`src/rtl/ps2_rx_frame_reader_if.sv`:
```
// Signal bundle between the PS/2 communication controller and the frame reader.
// The controller arms the reader and drives the lines; the reader reports the frame.
interface ps2_rx_frame_reader_if;
    logic        enable;
    logic [7:0]  to_limit;
    logic        ps2c_in;
    logic        ps2d_in;
    logic        reading;
    logic [10:0] data;
    logic        done;
    logic        err;

    modport master (
        output enable, to_limit, ps2c_in, ps2d_in,
        input  reading, data, done, err
    );

    modport slave (
        input  enable, to_limit, ps2c_in, ps2d_in,
        output reading, data, done, err
    );
endinterface

```
`src/rtl/ps2_rx_frame_reader.sv`:
```
// PS/2 device-to-host frame receiver: ticked line sampler, one-shot inactivity
// watchdog and a capture FSM reporting an 11-bit frame with done/err status.
module ps2_rx_frame_reader #(
    parameter int unsigned DIV_PERIOD = 200,
    parameter int unsigned TO_PERIOD  = 2500
) (
    input logic                qzt_clk,
    input logic                rst,
    ps2_rx_frame_reader_if.slave bus
);

    typedef enum logic [1:0] {IDLE, WAIT, RECV, CHECK} state_t;

    localparam logic [29:0] DIV_LAST = 30'(DIV_PERIOD - 1);
    localparam logic [29:0] TO_LAST  = 30'(TO_PERIOD - 1);

    state_t      state, state_n;
    logic [29:0] div_cnt, to_cnt;
    logic        tick, to_tick;
    logic        c_meta, c_sync, d_meta, d_sync, c_samp;
    logic        fall, run, expire;
    logic [7:0]  wd_cnt;
    logic [3:0]  bit_cnt, bit_cnt_n;
    logic [10:0] data_q, data_n;
    logic        done_q, done_n, err_q, err_n, reading_q, reading_n;

    assign tick    = (div_cnt == DIV_LAST);
    assign to_tick = (to_cnt == TO_LAST);
    // c_samp holds the previous tick's sample; c_sync is the one being taken now.
    assign fall    = tick && c_samp && !c_sync;
    assign run     = (state == RECV);
    assign expire  = run && (bus.to_limit != 8'd0) && (wd_cnt == bus.to_limit);

    always_ff @(posedge qzt_clk) begin
        if (rst) begin
            div_cnt <= '0;
            to_cnt  <= '0;
            c_meta  <= 1'b1;
            c_sync  <= 1'b1;
            d_meta  <= 1'b1;
            d_sync  <= 1'b1;
            c_samp  <= 1'b1;
        end else begin
            div_cnt <= tick    ? '0 : div_cnt + 30'd1;
            to_cnt  <= to_tick ? '0 : to_cnt + 30'd1;
            c_meta  <= bus.ps2c_in;
            c_sync  <= c_meta;
            d_meta  <= bus.ps2d_in;
            d_sync  <= d_meta;
            if (tick)
                c_samp <= c_sync;
        end
    end

    // Watchdog restarts on every falling edge and freezes once it has expired.
    always_ff @(posedge qzt_clk) begin
        if (rst || !run || fall)
            wd_cnt <= '0;
        else if (to_tick && !expire)
            wd_cnt <= wd_cnt + 8'd1;
    end

    always_ff @(posedge qzt_clk) begin
        if (rst) begin
            state     <= IDLE;
            bit_cnt   <= '0;
            data_q    <= '0;
            done_q    <= 1'b0;
            err_q     <= 1'b0;
            reading_q <= 1'b0;
        end else begin
            state     <= state_n;
            bit_cnt   <= bit_cnt_n;
            data_q    <= data_n;
            done_q    <= done_n;
            err_q     <= err_n;
            reading_q <= reading_n;
        end
    end

    always_comb begin
        state_n   = state;
        bit_cnt_n = bit_cnt;
        data_n    = data_q;
        done_n    = done_q;
        err_n     = err_q;
        if (!bus.enable) begin
            state_n = IDLE;
            done_n  = 1'b0;
            err_n   = 1'b0;
        end else begin
            case (state)
                IDLE: state_n = WAIT;
                WAIT: begin
                    if (fall) begin
                        data_n    = {10'b0, d_sync};
                        bit_cnt_n = 4'd1;
                        done_n    = 1'b0;
                        err_n     = 1'b0;
                        state_n   = RECV;
                    end
                end
                RECV: begin
                    if (fall) begin
                        data_n[bit_cnt] = d_sync;
                        bit_cnt_n       = bit_cnt + 4'd1;
                        if (bit_cnt == 4'd10)
                            state_n = CHECK;
                    end else if (expire) begin
                        err_n   = 1'b1;
                        done_n  = 1'b1;
                        state_n = WAIT;
                    end
                end
                CHECK: begin
                    err_n   = data_q[0] | ~data_q[10] | ~(^data_q[9:1]);
                    done_n  = 1'b1;
                    state_n = WAIT;
                end
                default: state_n = IDLE;
            endcase
        end
        // Registered so it drops on the same edge that raises done.
        reading_n = (state_n == RECV) || (state_n == CHECK);
    end

    assign bus.reading = reading_q;
    assign bus.data    = data_q;
    assign bus.done    = done_q;
    assign bus.err     = err_q;

endmodule

```
`src/flat_wrapper.sv`:
```
// flat-port wrapper written by rule: the top's interface ports become plain ports
module ps2_rx_frame_reader_flat 
#(
    parameter int unsigned DIV_PERIOD = 200,
    parameter int unsigned TO_PERIOD  = 2500
)
  (qzt_clk, rst, bus_enable, bus_to_limit, bus_ps2c_in, bus_ps2d_in, bus_reading, bus_data, bus_done, bus_err);
  ps2_rx_frame_reader_if bus_i ();
  input logic qzt_clk;
  input logic rst;
  input wire logic [$bits(bus_i.enable)-1:0] bus_enable;
  input wire logic [$bits(bus_i.to_limit)-1:0] bus_to_limit;
  input wire logic [$bits(bus_i.ps2c_in)-1:0] bus_ps2c_in;
  input wire logic [$bits(bus_i.ps2d_in)-1:0] bus_ps2d_in;
  output wire logic [$bits(bus_i.reading)-1:0] bus_reading;
  output wire logic [$bits(bus_i.data)-1:0] bus_data;
  output wire logic [$bits(bus_i.done)-1:0] bus_done;
  output wire logic [$bits(bus_i.err)-1:0] bus_err;
  assign bus_i.enable = bus_enable;
  assign bus_i.to_limit = bus_to_limit;
  assign bus_i.ps2c_in = bus_ps2c_in;
  assign bus_i.ps2d_in = bus_ps2d_in;
  assign bus_reading = bus_i.reading;
  assign bus_data = bus_i.data;
  assign bus_done = bus_i.done;
  assign bus_err = bus_i.err;
  ps2_rx_frame_reader #(.DIV_PERIOD(DIV_PERIOD), .TO_PERIOD(TO_PERIOD)) u_core (.qzt_clk(qzt_clk), .rst(rst), .bus(bus_i));
endmodule
```
`config.mk`:
```
export PLATFORM = sky130hd
export DESIGN_NAME = ps2_rx_frame_reader_flat
export DESIGN_NICKNAME = d
export VERILOG_FILES = /design/src/rtl/ps2_rx_frame_reader_if.sv /design/src/rtl/ps2_rx_frame_reader.sv /design/src/flat_wrapper.sv
export SDC_FILE = /design/constraint.sdc
export NUM_CORES = 1
export LEC_CHECK = 0
export BUFFER_PORTS_ARGS = -buffer_cell sky130_fd_sc_hd__buf_2
export CAP_MARGIN = 20
export CORE_MARGIN = 2
export CORE_UTILIZATION = 61
export DETAILED_ROUTE_END_ITERATION = 10
export GPL_TIMING_DRIVEN = 0
export PLACE_DENSITY_LB_ADDON = 0.3
export RECOVER_POWER = 100
export SYNTH_ARGS = -nofsm -noshare
export SYNTH_HDL_FRONTEND = slang
export SYNTH_SLANG_ARGS = --single-unit
```
`constraint.sdc`:
```
create_clock -name qzt_clk -period 3.01 [get_ports qzt_clk]
set_clock_uncertainty 0.05 [all_clocks]
set_input_delay 0.602 -clock qzt_clk [delete_from_list [all_inputs] [get_ports qzt_clk]]
set_output_delay 0.602 -clock qzt_clk [all_outputs]
set_load 0.01 [all_outputs]
```
Yosys cells after proc, flatten, opt, wreduce, memory -nomap -nowiden

Cells that the tools add are included.

Input port bits: 13
Output and inout port bits: 14
Logic and storage cells: 81
Register bits: 93

$add $sub $neg: 4
Equal/unequal tests: 13
Multiplexer cells: 20
Magnitude comparators: 2
Bitwise gates (word level): 5
Reduce and logical (&&, ||, !) cells: 23

Operators with widths:

| operator                                                                            | number |
|---|---|
| 30-bit by 1-bit adder with 30-bit output, second input constant                     | 2 |
| 30-bit by 12-bit == test with 1-bit output, second input constant                   | 1 |
| 30-bit by 8-bit == test with 1-bit output, second input constant                    | 1 |
| 11-bit 2-to-1 mux                                                                   | 2 |
| 11-bit case mux with 2 select lines                                                 | 1 |
| 11-bit bitwise mux                                                                  | 1 |
| 2-bit 2-to-1 mux                                                                    | 5 |
| 9-bit parity                                                                        | 1 |
| 8-bit by 1-bit adder with 8-bit output, second input constant                       | 1 |
| 2-bit == test, second input constant                                                | 4 |
| 8-bit == test                                                                       | 1 |
| 4-bit 2-to-1 mux                                                                    | 2 |
| 4-bit case mux with 2 select lines                                                  | 1 |
| 4-bit AND reduction                                                                 | 2 |
| 8-bit nonzero test                                                                  | 1 |
| 2-bit OR reduction                                                                  | 4 |
| 1-bit logical AND                                                                   | 6 |
| 1-bit case mux with 3 select lines                                                  | 2 |
| 2-bit case mux with 3 select lines                                                  | 1 |
| 4-bit by 5-bit less-than comparator with 1-bit output, second input constant        | 1 |
| 4-bit by 1-bit adder with 4-bit output, second input constant                       | 1 |
| 1-bit demux with 4-bit select                                                       | 1 |
| 4-bit == test, second input constant                                                | 1 |
| 4-bit by 1-bit greater-or-equal comparator with 1-bit output, second input constant | 1 |
| other kinds (11)                                                                    | 23 |

Logic depth before layout (Yosys ltp)

Depth in word-level cells: 9
Mapped depth: 8

Worst setup path before layout

OpenSTA, ideal clock, no wires.

Path type: register -> register
From: register u_core.div_cnt[0]
To: register u_core.wd_cnt[0]
Library setup time: 0.126 ns
Cell stages (with the launch flop): 9
Arrival time: 1.928 ns
Buffers on the path: 1
Slack: 0.906 ns
Cell sequence: dfxtp_1 ha_1 nor4bb_1 nand4_1 or3_1 inv_1 or3_1 clkbuf_1 nor2_1

Longest elaborated chain between the ends: 4

RTL lines:

| what                                      | line                      | source |
|---|---|---|
| start: declaration                        | ps2_rx_frame_reader.sv:18 | `logic [29:0] div_cnt, to_cnt;` |
| start signal: assignment                  | ps2_rx_frame_reader.sv:44 | `div_cnt <= tick ? '0 : div_cnt + 30'd1;` |
| 30-bit by 8-bit == test with 1-bit output | ps2_rx_frame_reader.sv:27 | `assign tick = (div_cnt == DIV_LAST);` |
| 1-bit logical AND (2 in a row)            | ps2_rx_frame_reader.sv:30 | `assign fall = tick && c_samp && !c_sync;` |
| 1-bit logical OR                          | ps2_rx_frame_reader.sv:57 | `if (rst \|\| !run \|\| fall)` |
| end signal: assignment                    | ps2_rx_frame_reader.sv:60 | `wd_cnt <= wd_cnt + 8'd1;` |
| end: declaration                          | ps2_rx_frame_reader.sv:22 | `logic [7:0] wd_cnt;` |

No other way between the ends.
A chain may end at the register's enable or synchronous reset.

Worst setup path in the final report

From: register u_core.to_cnt[19]
To: register u_core.wd_cnt[6]

Longest elaborated chain between the ends: 2

RTL lines:

| what                                       | line                      | source |
|---|---|---|
| start: declaration                         | ps2_rx_frame_reader.sv:18 |  |
| start signal: assignment                   | ps2_rx_frame_reader.sv:45 | `to_cnt <= to_tick ? '0 : to_cnt + 30'd1;` |
| 30-bit by 12-bit == test with 1-bit output | ps2_rx_frame_reader.sv:28 | `assign to_tick = (to_cnt == TO_LAST);` |
| 1-bit logical AND                          | ps2_rx_frame_reader.sv:59 | `else if (to_tick && !expire)` |

No other way between the ends.

==> results.toml <==
[clock_tree]
cts_tree = "yes"
cts_sinks = 93
cts_setup_buffers = 0
ctsLongestPathBuffers = 2
clk_latency_ps = 360
cts.clk_slew.worst_paths_ps = 100
cts_root_buf = "clkbuf_8"
cts_hold_buffers = 0
numCtsBuffers = 9
cts_resized = 0
htree_num_levels = 3

[routing]
routed-via-count = 3833
wl_per_cell_um = 14.0
drt_first_pass_iters = 5
route.detailed.drc = 0
first_iter_violations = 232
antenna_left = 0
wl_um = 9340
avgViaCountPerCell = 5.76

[finish]
syn_to_final_growth_pct = 9.82
finalNetCount = 586
drive_gt1_share_pct = 8.11
antenna_cells = 0

[synthesis]
syn_area_um2 = 4530
synthDistinctLibCells = 48
yosysSeqAreaShare_pct = 41.1
netlist.area_leader.share_pct = 41.1
synth-seq-cells = 93
synth_area_leaders = "dfxtp_1, xor2_1, nor2_1"
syn_area_per_cell_um2 = 8.64
synth_nets = 549
ys_top_cells_by_count = "dfxtp_1, nor2_1, xor2_1"
netlist_instances = 525
ys_async_sr_fraction_pct = 0
synth_area_leader_cell = "dfxtp_1"
synth-edff-count = 0
yosysMostFrequentCell = "dfxtp_1"
yosysWarningCount = 0
synth_ff_type = "dfxtp_1"

[worst_setup_path]
slowest_delay_ps = 880
cp_data_arrival_time_ps = 2960
critPathKind = "reg -> reg"
cpMostUsedCell = "nor4_1"
startpoint_type = "flip-flop"
critPathMaxFanout = 6
cp_num_buf_inv = 0
critPathSlowestCell = "nor4_1"
end_kind = "flip-flop"
cp_top_family = "simple AND/OR/NAND/NOR gates"
crit_chain = "nor4_1 -> nand4_1 -> nor4_1 -> nand2_2 -> or4_1 -> a21oi_2"
critPathRequiredTime_ps = 3270

[global_routing]
gr-usage-all-layers_pct = 23.7
grt_overflow = 0
grt_pass1_vias = 3720
grt_pass1_wl_um = 16300
grt_max_degree = 18
antenna_found_initial = 0

[placed_design]
gp_congestion = 0.884
dp.final_hpwl_um = 6700
port_buffers = 26

[floorplan]
die_h_um = 90.2
ioPinCount = 27
num_rows = 31
die_area_um2 = 8140
die_w_um = 90.2
core_region_area_um2 = 7210
start_util_pct = 62.9

[min_path]
hp-class = "reg -> reg"

[sta]
hold_viol_final = 0
max_slew.worst_pin.slew_ps = 998
maxSlewHeadroom_pct = 32.9
finalCritPeriodShare_pct = 89.6
rsz0062_at_grt = "false"
setup_viol = 0
final_max_slew_viol_count = 0
fmax_ghz = 0.371
fin_crit_ps = 2700
setup_tns_ps = 0

[power_and_ir_drop]
max-vdd-ir-drop_mv = 0.330
p_per_area_nw_per_um2 = 472
total_power_uw = 2350
p_leak_uw = 0.00183

[run_status]
outcome = "completed"

[job]
maxCapViolations = 0
-- placed cells by master (no fill, tap or decap), types with 2 or more instances in the layout --
| cell type | synthesis | layout |
|---|---|---|
| ha_1 | 11 | 11 |
| nor3_1 | 6 | 7 |
| or4_1 | 3 | 4 |
| and4_1 | 6 | 6 |
| nor4_1 | 11 | 14 |
| buf_2 | 2 | 13 |
| inv_6 | 0 | 3 |
| inv_1 | 10 | 10 |
| o221a_2 | 2 | 2 |
| nor4_2 | 6 | 4 |
| a211oi_1 | 4 | 5 |
| o21ai_0 | 19 | 19 |
| nand2_1 | 38 | 38 |
| clkbuf_8 | 0 | 9 |
| bufinv_16 | 0 | 3 |
| xnor2_1 | 18 | 18 |
| xor2_1 | 49 | 49 |
| mux2i_1 | 6 | 6 |
| dfxtp_1 | 93 | 93 |
| and3_1 | 12 | 12 |
| a31oi_1 | 3 | 3 |
| nor2b_1 | 7 | 7 |
| a21oi_1 | 21 | 21 |
| nand4_1 | 24 | 24 |
| nor2_1 | 78 | 78 |
| and2_1 | 5 | 5 |
| clkbuf_1 | 13 | 28 |
| a21o_1 | 3 | 3 |
| or2_2 | 6 | 6 |
| nand3_1 | 37 | 37 |
| or3_1 | 11 | 11 |
-- final timing paths --
kind                     startpoint               end  slack [ps]  cells past startpoint
hold reg to reg       u_core.c_meta     u_core.c_sync         360                      1
hold / removal        u_core.c_meta     u_core.c_sync         360                      1
setup / recovery  u_core.to_cnt[19]  u_core.wd_cnt[6]         310                      6
setup reg to reg  u_core.to_cnt[19]  u_core.wd_cnt[6]         310                      6
-- cell families after synthesis --
logic type	after synthesis	share of synthesized area [%]
AO/OA/AOI/OAI	58	7.67
XOR/XNOR	68	13.4
adder cells (fa/ha/maj)	11	3.04
buffers and inverters	25	2.12
flip-flops	93	41.1
multiplexers	6	1.32
AND/OR/NAND/NOR	264	31.3
-- flip-flops by register name (all words and copies together), names as in the netlist, 2 cells and up --
signal and count:
u_core.wd_cnt 8, u_core.to_cnt 30, u_core.bus.data 11, u_core.bit_cnt 4, u_core.state 2, u_core.div_cnt 30
-- per-layer routing --
layer,part of all wire (%),track usage [%]
met5,0,0
met4,1.5,6.54
met3,4.3,5.20
met2,48,40.7
met1,46,30.3
-- power by group --
part           leakage (µW)  switching [µW]  total [µW]  internal (µW)
Combinational      0.000956            47.7        76.0           28.3
Clock              0.000127             458        1020            566
Sequential         0.000751            9.97        1250           1240
-- stage by stage --
| stage | utilization [%] | std cells | cell area, µm² | setup WS (ps) | hold slack, ps |
|---|---|---|---|---|---|
| after global placement | 66.4 | 650 | 4790 | 483 | 345 |
| after global routing | 69.0 | 666 | 4980 | 120 | 357 |
| after detailed placement | 66.4 | 650 | 4790 | 432 | 349 |
| after CTS | 69.9 | 666 | 5040 | 385 | 365 |
| after floorplan | - | 525 | 4530 | 906 | 339 |
| final | 69.0 | 666 | 4980 | 313 | 364 |
-- final cells by class --
class | instances | area [µm²]
Buffer | 15 | 58.8
Clock buffer | 9 | 124
Clock inverter | 7 | 128
Fill cell | 602 | 2230
Inverter | 10 | 37.5
Multi-Input combinational cell | 407 | 2530
Sequential cell | 93 | 1860
Tap cell | 99 | 124
Timing Repair Buffer | 26 | 111
Power figures use the tool's default switching activity.
